--- config.mk ---
export PLATFORM = sky130hd
export DESIGN_NAME = qspi_psram_responder
export DESIGN_NICKNAME = d
export VERILOG_FILES = /design/src/rtl/qspi_psram_responder.sv
export SDC_FILE = /design/constraint.sdc
export NUM_CORES = 1
export LEC_CHECK = 0
export ABC_AREA = 0
export CAP_MARGIN = 10
export CORE_MARGIN = 2
export CORE_UTILIZATION = 55
export DETAILED_ROUTE_END_ITERATION = 6
export PLACE_DENSITY = 0.79
export SLEW_MARGIN = 20
export SYNTH_ARGS = -nofsm -noshare
export SYNTH_HDL_FRONTEND = slang
export SYNTH_SLANG_ARGS = --single-unit
--- constraint.sdc ---
create_clock -name clk -period 3.2 [get_ports clk]
set_input_delay 0.64 -clock clk [delete_from_list [all_inputs] [get_ports clk]]
set_output_delay 0.64 -clock clk [all_outputs]
set_load 0.02 [all_outputs]
--- src/rtl/qspi_psram_responder.sv ---
// qspi_psram_responder
// Memory end of a QSPI PSRAM bus (APS6404 subset: 0x35 enter QPI, 0xF5 exit
// QPI, 0xEB quad read, 0x38 quad write), backed by a byte-wide RAM port.
// sck and ce_n are oversampled by clk (clk must be >= 4x sck); nothing is
// clocked on sck. Inputs are sampled on sck rises, outputs change on falls.
//
// Ports
//   clk, rst          system clock, asynchronous active-high reset
//   ce_n, sck, dio_in initiator chip enable, SPI clock (mode 0), io[3:0] in
//   dio_out, dio_oe   io[3:0] output data and enables (1 = drive)
//   mem_addr          backing RAM byte address (wraps modulo 2**MEM_AW)
//   mem_wdata, mem_we one-clk write strobe with data
//   mem_re, mem_rdata one-clk read strobe; mem_rdata valid on the next clk
//   qpi_mode          1 = command phase uses all four lines
module qspi_psram_responder #(
  parameter int MEM_AW      = 16,
  parameter int WAIT_CYCLES = 6
) (
  input  logic              clk,
  input  logic              rst,
  input  logic              ce_n,
  input  logic              sck,
  input  logic [3:0]        dio_in,
  output logic [3:0]        dio_out,
  output logic [3:0]        dio_oe,
  output logic [MEM_AW-1:0] mem_addr,
  output logic [7:0]        mem_wdata,
  output logic              mem_we,
  output logic              mem_re,
  input  logic [7:0]        mem_rdata,
  output logic              qpi_mode
);

  typedef enum logic [2:0] {IDLE, CMD, ADDR, WAIT, RDATA, WDATA, IGNORE} state_t;

  localparam logic [7:0] WAIT_LAST = 8'(WAIT_CYCLES);

  state_t     state, state_nxt;
  logic       ce_s1, ce_s2, ce_d;
  logic       sck_s1, sck_s2, sck_d;
  logic [3:0] dio_s1, dio_s2;
  logic       sck_rise, sck_fall, ce_fall;
  logic [7:0] cnt;       // bits / nibbles / dummy rises within the current state
  logic [7:0] sh;        // opcode, write byte, or read byte being presented
  logic [7:0] pf;        // prefetched next read byte
  logic       is_write;
  logic       nib_lo;    // next nibble in the current byte is the low one
  logic       rd_pend;   // mem_rdata carries the result of last clk's mem_re
  logic [7:0] spi_op, qpi_op;
  logic       cmd_last, addr_last, wait_last;

  assign sck_rise  = sck_s2 & ~sck_d;
  assign sck_fall  = ~sck_s2 & sck_d;
  assign ce_fall   = ce_d & ~ce_s2;
  assign spi_op    = {sh[6:0], dio_s2[0]};
  assign qpi_op    = {sh[3:0], dio_s2};
  assign cmd_last  = sck_rise && (cnt == (qpi_mode ? 8'd1 : 8'd7));
  assign addr_last = sck_rise && (cnt == 8'd5);
  assign wait_last = sck_fall && (cnt == WAIT_LAST);

  always_ff @(posedge clk or posedge rst) begin
    if (rst) begin
      ce_s1  <= 1'b1;
      ce_s2  <= 1'b1;
      ce_d   <= 1'b1;
      sck_s1 <= 1'b0;
      sck_s2 <= 1'b0;
      sck_d  <= 1'b0;
      dio_s1 <= '0;
      dio_s2 <= '0;
      state  <= IDLE;
    end else begin
      // NOTE: sequential state uses non-blocking assignments so every flop
      // samples the pre-edge value of its neighbours, like real hardware.
      ce_s1  <= ce_n;
      ce_s2  <= ce_s1;
      ce_d   <= ce_s2;
      sck_s1 <= sck;
      sck_s2 <= sck_s1;
      sck_d  <= sck_s2;
      dio_s1 <= dio_in;
      dio_s2 <= dio_s1;
      state  <= state_nxt;
    end
  end

  always_comb begin
    // NOTE: assigning the default first keeps every path driven, so no latch.
    state_nxt = state;
    if (ce_s2) begin
      state_nxt = IDLE;
    end else begin
      case (state)
        IDLE:  if (ce_fall) state_nxt = CMD;
        CMD:   if (cmd_last) begin
                 if (qpi_mode && (qpi_op == 8'hEB || qpi_op == 8'h38)) state_nxt = ADDR;
                 else state_nxt = IGNORE;
               end
        ADDR:  if (addr_last) state_nxt = is_write ? WDATA : WAIT;
        WAIT:  if (wait_last) state_nxt = RDATA;
        default: state_nxt = state;
      endcase
    end
  end

  always_ff @(posedge clk or posedge rst) begin
    if (rst) begin
      dio_out   <= '0;
      dio_oe    <= '0;
      mem_addr  <= '0;
      mem_wdata <= '0;
      mem_we    <= 1'b0;
      mem_re    <= 1'b0;
      qpi_mode  <= 1'b0;
      cnt       <= '0;
      sh        <= '0;
      pf        <= '0;
      is_write  <= 1'b0;
      nib_lo    <= 1'b0;
      rd_pend   <= 1'b0;
    end else begin
      mem_we  <= 1'b0;
      mem_re  <= 1'b0;
      rd_pend <= mem_re;
      // Write address advances while the strobe is high, so the RAM sees
      // the pre-increment address with the data.
      if (mem_we) mem_addr <= mem_addr + MEM_AW'(1);

      if (ce_s2) begin
        dio_oe  <= '0;
        rd_pend <= 1'b0;
        nib_lo  <= 1'b0;
      end else begin
        case (state)
          CMD: if (sck_rise) begin
            sh  <= qpi_mode ? qpi_op : spi_op;
            cnt <= cnt + 8'd1;
            if (cmd_last) begin
              if (!qpi_mode) begin
                if (spi_op == 8'h35) qpi_mode <= 1'b1;
              end else begin
                if (qpi_op == 8'hF5) qpi_mode <= 1'b0;
                is_write <= (qpi_op == 8'h38);
              end
            end
          end
          ADDR: if (sck_rise) begin
            // Upper address bits fall off the top of the shift.
            mem_addr <= {mem_addr[MEM_AW-5:0], dio_s2};
            cnt      <= cnt + 8'd1;
            if (addr_last && !is_write) mem_re <= 1'b1;
          end
          WAIT: begin
            if (rd_pend)  sh  <= mem_rdata;
            if (sck_rise) cnt <= cnt + 8'd1;
            if (wait_last) begin
              dio_oe   <= 4'hF;
              dio_out  <= sh[7:4];
              nib_lo   <= 1'b1;
              mem_addr <= mem_addr + MEM_AW'(1);
              mem_re   <= 1'b1;
            end
          end
          RDATA: begin
            if (rd_pend) pf <= mem_rdata;
            if (sck_fall) begin
              if (!nib_lo) begin
                dio_out  <= sh[7:4];
                nib_lo   <= 1'b1;
                mem_addr <= mem_addr + MEM_AW'(1);
                mem_re   <= 1'b1;
              end else begin
                dio_out <= sh[3:0];
                sh      <= pf;
                nib_lo  <= 1'b0;
              end
            end
          end
          WDATA: if (sck_rise) begin
            sh     <= qpi_op;
            nib_lo <= ~nib_lo;
            if (nib_lo) begin
              mem_wdata <= qpi_op;
              mem_we    <= 1'b1;
            end
          end
          default: dio_oe <= '0;
        endcase
      end

      if (state_nxt != state) cnt <= '0;
    end
  end

endmodule
==> results of run 1 <==
[metal layers]
layer / vias to the layer above / track usage, % / wire (microns)
li1: 1605 / - / -
met1: 1676 / 33.8 / 4310
met2: 122 / 40.2 / 4810
met3: 23 / 3.65 / 503
met4: 0 / 9.72 / 190
met5: - / 0 / 0
[synthesized netlist by cell type, types with 7 or more instances]
library cell / n / area (sq um)
dfrtp_1: 73 / 1830
nand2_1: 37 / 139
nor2_1: 35 / 131
a21oi_1: 23 / 115
xor2_1: 20 / 175
o21ai_0: 18 / 90.1
mux2_2: 16 / 180
o22ai_1: 13 / 81.3
a22oi_1: 12 / 90.1
nand3_1: 12 / 60.1
clkbuf_1: 11 / 41.3
inv_1: 11 / 41.3
mux2i_1: 11 / 110
nand4_1: 11 / 68.8
buf_2: 10 / 50.1
xnor2_1: 9 / 78.8
buf_4: 7 / 52.6
[worst reg2reg max path, stage by stage (launching register included)]
cell and delay, ns:
dfrtp_1 0.74, nor2b_1 0.63, o21ai_0 0.23, a221oi_2 0.26
buf_4 0.24, or2_4 0.16, nor2_1 0.04, a221o_1 0.25
[cell type report]
type,instances,area [sq um],share of cell area (%)
clock buffers,9,124,2.49
clock inverters,7,108,2.17
inverters,11,41.3,0.832
multi-input cells,303,2070,41.8
flip-flops and latches,76,1910,38.4
well taps,99,124,2.49
repair buffers,60,588,11.8
[cell families (layout without fill, tap and decap cells)]
logic type / after synthesis / count (layout) / share of synthesized area, %
AOI/OAI and AO/OA: 102 / 102 / 16.9
DFF: 76 / 76 / 45.7
xor gates and xnor gates: 29 / 29 / 6.10
adders and majority gates: 4 / 4 / 1.20
and+or+nand+nor: 140 / 140 / 18.4
buffers and inverters: 39 / 87 / 4.45
muxes: 28 / 28 / 7.24
[metrics by stage]
step                power [mW]  instances  hold WS [ns]  instance area, sq um
CTS                       2.08        565         0.358                  4960
finish                    2.06        565         0.361                  4960
global route              2.15        565         0.364                  4960
floorplan                 1.16        418         0.331                  4170
global placement          1.22        549         0.333                  4730
detailed placement        1.23        549         0.337                  4730
[state kept, by name (all words and copies together), names as in the netlist, 3 cells and up]
| name | count |
|---|---|
| sh | 8 |
| mem_wdata | 8 |
| dio_out | 4 |
| dio_s2 | 4 |
| pf | 8 |
| dio_s1 | 4 |
| state | 3 |
| mem_addr | 16 |
| cnt | 8 |
[how the worst max path moves through the flow]
stage / slack [ns] / start / to / cells past startpoint
after global routing: 0.40 / state[1]$_DFF_PP0_ / mem_addr[0]$_DFF_PP0_ / 7
after global placement: 0.70 / state[1]$_DFF_PP0_ / mem_addr[0]$_DFF_PP0_ / 7
final: 0.55 / state[1]$_DFF_PP0_ / mem_addr[0]$_DFF_PP0_ / 7
after detailed placement: 0.60 / state[1]$_DFF_PP0_ / mem_addr[0]$_DFF_PP0_ / 7
after floorplan: 0.63 / rst / cnt[0]$_DFFE_PP0P_ / 1
after CTS: 0.60 / state[1]$_DFF_PP0_ / mem_addr[0]$_DFF_PP0_ / 7
[report_power, final]
group          total (mW)  internal [mW]  switching [mW]
clock network       0.856          0.454           0.402
logic               0.147         0.0671          0.0800
registers            1.06           1.00          0.0585
==> flow_metrics.py, run 1 <==
metrics = {
    "setup_path": {
        "critPathSlowestCell": "dfrtp_1",
        "path_class": "reg2reg",
        "reg2regPathDepth": 7,
        "crit_chain": "nor2b_1 -> o21ai_0 -> a221oi_2 -> buf_4 -> or2_4 -> nor2_1 -> a221o_1",
        "rrSetupSlack_ns": 0.55,
        "crit_path_end_kind": "flop",
        "r2r_end": "mem_addr[0]$_DFF_PP0_",
        "cp_max_fo": 17,
        "cp.arrival_ns": 2.90,
        "startpoint_type": "flop",
        "worstReg2RegStart": "state[1]$_DFF_PP0_",
        "cp.required_ns": 3.46,
        "critPathTopFamily": "simple AND/OR/NAND/NOR gates",
        "crit_buf_inv": 1,
        "cpPeakStageDelay_ns": 0.74,
    },
    "sta": {
        "max_slew_margin_pct": 52.0,
        "min_period_ns": 2.65,
        "fin_ws_ns": 0.552,
        "finalCritPeriodShare_pct": 82.7,
        "report.final.slew_viol_count": 0,
        "fin_worst_skew_ns": 0.0122,
        "tns_ns": 0,
        "rsz0062_at_grt": "false",
        "fmax_ghz": 0.378,
        "tightestPinTransition_ns": 0.721,
        "finalHoldViolCount": 0,
        "setup_violations": 0,
    },
    "clock_tree": {
        "root_buffer": "clkbuf_8",
        "cts_buffer_depth": 2,
        "clk_pin_slew_ns": 0.09,
        "cts.htree.levels": 3,
        "post_cts_resize_count": 0,
        "post-cts-setup-buffers": 0,
        "clk_latency_ns": 0.36,
        "numCtsBuffers": 9,
        "cts_tree": "built",
        "hold_buffers": 0,
        "clock-sinks": 76,
    },
    "detailed_routing": {
        "dr.pass1.iters": 6,
        "via_per_inst": 6.06,
        "drcViolationCount": 0,
        "wl_per_cell_microns": 17.4,
        "via_count": 3426,
        "drt-initial-drc-count": 330,
        "wl_mm": 9.81,
        "ant_nets": 0,
    },
    "grt": {
        "antenna_found_initial": 0,
        "grt_pass1_wl_mm": 16.4,
        "overflow": 0,
        "first_global_vias": 3352,
        "grt_usage_pct": 24.8,
        "grt_max_degree": 77,
    },
    "place": {
        "numPortBuffers": 50,
        "dp.final_hpwl_mm": 6.78,
        "place_ws_ns": 0.598,
        "gp_congestion": 0.933,
    },
    "logic_synthesis": {
        "synth-edff-count": 0,
        "synth-seq-cells": 76,
        "ys_types": 61,
        "syn-mean-instance-area_sq_um": 9.96,
        "syn_area_sq_um": 4170,
        "yosysWarningCount": 0,
        "ys.flop_type": "dfrtp_1",
        "syn_inst": 418,
        "async_flop_share_pct": 100,
        "synth_fp_nets": 438,
        "yosysSeqAreaShare_pct": 45.7,
    },
    "min_path": {
        "min-delay-start": "dio_s1[2]$_DFF_PP0_",
        "hold_class": "reg2reg",
        "whs_path_depth": 0,
        "hold_end": "dio_s2[2]$_DFF_PP0_",
    },
    "floorplanning": {
        "rows": 31,
        "core-area_sq_um": 7290,
        "dieWidth_microns": 91.0,
        "ios": 51,
        "fp.dieH_microns": 91.0,
        "die_area_sq_um": 8290,
        "start_util_pct": 57.1,
    },
    "finish": {
        "fillers": 613,
        "fin_nets": 481,
        "diodes": 0,
        "final_util_pct": 68.1,
        "drive_above_1_share_pct": 13.5,
        "area_growth_pct": 19.2,
        "most-common-layout-cells": "73 x dfrtp_1, 50 x clkdlybuf4s50_1, 37 x nand2_1",
        "final_common_cell": "dfrtp_1",
    },
    "pwr": {
        "p_per_area_nw_per_um2": 415,
        "p_leak_nw": 2.03,
        "peakVddDrop_v": 0.000397,
    },
    "status": {
        "outcome": "completed",
    },
    "flow_run": {
        "maxCapViolCount": 0,
    },
}
No activity file was read; power rests on OpenSTA's default activity.
==> inputs of run 2 (changes only) <==
--- a/config.mk
+++ b/config.mk
@@ -8,9 +8,9 @@
 export ABC_AREA = 0
 export CAP_MARGIN = 10
 export CORE_MARGIN = 2
-export CORE_UTILIZATION = 55
+export CORE_UTILIZATION = 51
 export DETAILED_ROUTE_END_ITERATION = 6
-export PLACE_DENSITY = 0.79
+export PLACE_DENSITY = 0.77
 export SLEW_MARGIN = 20
 export SYNTH_ARGS = -nofsm -noshare
 export SYNTH_HDL_FRONTEND = slang
==> constraint.sdc (replaced) <==
create_clock -name clk -period 2.2 [get_ports clk]
set_input_delay 0.44 -clock clk [delete_from_list [all_inputs] [get_ports clk]]
set_output_delay 0.44 -clock clk [all_outputs]
set_load 0.02 [all_outputs]
==> run 2 against run 1 <==
Net effect:
- critical path depth unchanged
- critical endpoint unchanged
- combinational power up 67%
- sequential power up 44%
- die area up 7.5%
- sequential share of layout area down 0.73 points
- core utilization down 3.3 points
- global-route usage down 0.57 points
- register-to-register slack worse by 0.40 ns
- via count up 2.5%
- largest cell class unchanged
- clock skew down 0.0012 ns
==> flow_metrics.py, run 2 (same netlist as run 1, synthesis figures left out) <==
metrics = {
    "setup_path": {
        "cp.arrival_ns": 2.30,
        "setup.worst_path.end": "mem_addr[0]$_DFF_PP0_",
        "r2r_end": "mem_addr[0]$_DFF_PP0_",
        "cp.required_ns": 2.45,
        "path_class": "reg2reg",
        "rrSetupSlack_ns": 0.15,
        "cp-startpoint": "cnt[1]$_DFFE_PP0P_",
        "crit_path_end_kind": "flop",
        "cp_max_fo": 7,
        "reg2regPathDepth": 7,
        "startpoint_type": "flop",
        "worstReg2RegStart": "cnt[1]$_DFFE_PP0P_",
    },
    "pwr": {
        "p_per_area_nw_per_um2": 573,
        "p_leak_nw": 2.09,
        "peakVddDrop_v": 0.000385,
        "finalPower_mw": 2.90,
    },
    "floorplanning": {
        "start_util_pct": 53.3,
        "dieWidth_microns": 94.4,
        "rows": 32,
        "die_area_sq_um": 8910,
        "fp.dieH_microns": 94.4,
        "core-area_sq_um": 7810,
        "ios": 51,
    },
    "clock_tree": {
        "cts.htree.levels": 3,
        "root_buffer": "clkbuf_8",
        "clock-sinks": 76,
        "clk_latency_ns": 0.36,
        "cts_tree": "built",
        "post_cts_resize_count": 0,
        "numCtsBuffers": 9,
        "hold_buffers": 0,
        "cts_buffer_depth": 2,
        "clk_pin_slew_ns": 0.09,
        "post-cts-setup-buffers": 0,
    },
    "place": {
        "dp.final_hpwl_mm": 7.07,
        "numPortBuffers": 50,
        "gp_congestion": 0.910,
        "place_ws_ns": 0.186,
    },
    "sta": {
        "finalCritPeriodShare_pct": 93.0,
        "report.final.slew_viol_count": 0,
        "min_period_ns": 2.05,
        "fin_worst_skew_ns": 0.0110,
        "fmax_ghz": 0.489,
        "rsz0062_at_grt": "false",
        "setup_violations": 0,
        "finalHoldViolCount": 0,
        "fin_ws_ns": 0.153,
        "tns_ns": 0,
        "tightestPinTransition_ns": 0.500,
        "max_slew_margin_pct": 66.5,
    },
    "min_path": {
        "hold_class": "reg2reg",
        "whs_path_depth": 0,
    },
    "detailed_routing": {
        "wl_per_cell_microns": 17.1,
        "ant_nets": 0,
        "wl_mm": 9.99,
        "dr.pass1.iters": 5,
        "via_count": 3513,
        "drcViolationCount": 0,
        "drt-initial-drc-count": 355,
        "via_per_inst": 6.03,
    },
    "finish": {
        "diodes": 0,
        "fin_nets": 496,
        "top_register": "mem_addr",
        "area_growth_pct": 21.5,
        "final_common_cell": "dfrtp_1",
        "drive_above_1_share_pct": 16.4,
        "largest_reg_flops": 16,
        "fillers": 627,
        "most-common-layout-cells": "73 x dfrtp_1, 50 x clkdlybuf4s50_1, 37 x nand2_1",
    },
    "flow_run": {
        "maxCapViolCount": 0,
    },
    "grt": {
        "antenna_found_initial": 0,
        "grt_usage_pct": 24.3,
        "grt_max_degree": 77,
        "grt_pass1_wl_mm": 16.8,
        "first_global_vias": 3322,
        "overflow": 0,
    },
    "status": {
        "outcome": "completed",
    },
}
-- run 2: worst max-delay path, cell delays in order, from the launching register on --
cell	delay [ns]
dfrtp_1	0.47
ha_1	0.20
and4b_1	0.23
nand3_2	0.13
a221oi_2	0.41
or2_4	0.21
nor2_1	0.04
a221o_1	0.25
-- run 2: worst min-delay path by stage --
stage                              startpoint                   to  slack (ns)
after CTS                    sck_s1$_DFF_PP0_     sck_s2$_DFF_PP0_        0.36
after floorplan           dio_s1[0]$_DFF_PP0_  dio_s2[0]$_DFF_PP0_        0.33
after detailed placement     sck_s1$_DFF_PP0_     sck_s2$_DFF_PP0_        0.34
after global placement    dio_s1[3]$_DFF_PP0_  dio_s2[3]$_DFF_PP0_        0.33
after global routing          ce_s1$_DFF_PP1_      ce_s2$_DFF_PP1_        0.36
final                        sck_s1$_DFF_PP0_     sck_s2$_DFF_PP0_        0.35
-- run 2: report_power, final --
part	internal, mW	switching, mW
combinational	0.109	0.137
sequential	1.46	0.0727
clock	0.544	0.581
-- run 2: metal layers --
layer  global-route usage [%]  up-vias  part of all wire (%)
li1                         -     1627                     -
met1                     34.8     1703                    44
met2                     37.7      155                    48
met3                     3.99       28                   6.0
met4                     8.09        0                   2.0
met5                        0        -                     0
-- run 2: stage by stage --
stage / util (%) / instances / hold WS [ns] / area [sq um]
after floorplan: - / 418 / 0.331 / 4170
after global placement: 62.2 / 567 / 0.332 / 4850
after detailed placement: 62.2 / 567 / 0.336 / 4850
after CTS: 64.8 / 583 / 0.356 / 5060
after global routing: 64.8 / 583 / 0.363 / 5060
final: 64.8 / 583 / 0.352 / 5060
-- run 2: cell type report --
type | instances | area [sq um] | share of cell area (%)
clock inverters | 7 | 81.3 | 1.61
inverters | 11 | 45.0 | 0.890
repair buffers | 75 | 701 | 13.8
well taps | 102 | 128 | 2.52
clock buffers | 9 | 124 | 2.45
flip-flops and latches | 76 | 1910 | 37.7
multi-input cells | 303 | 2080 | 41.0
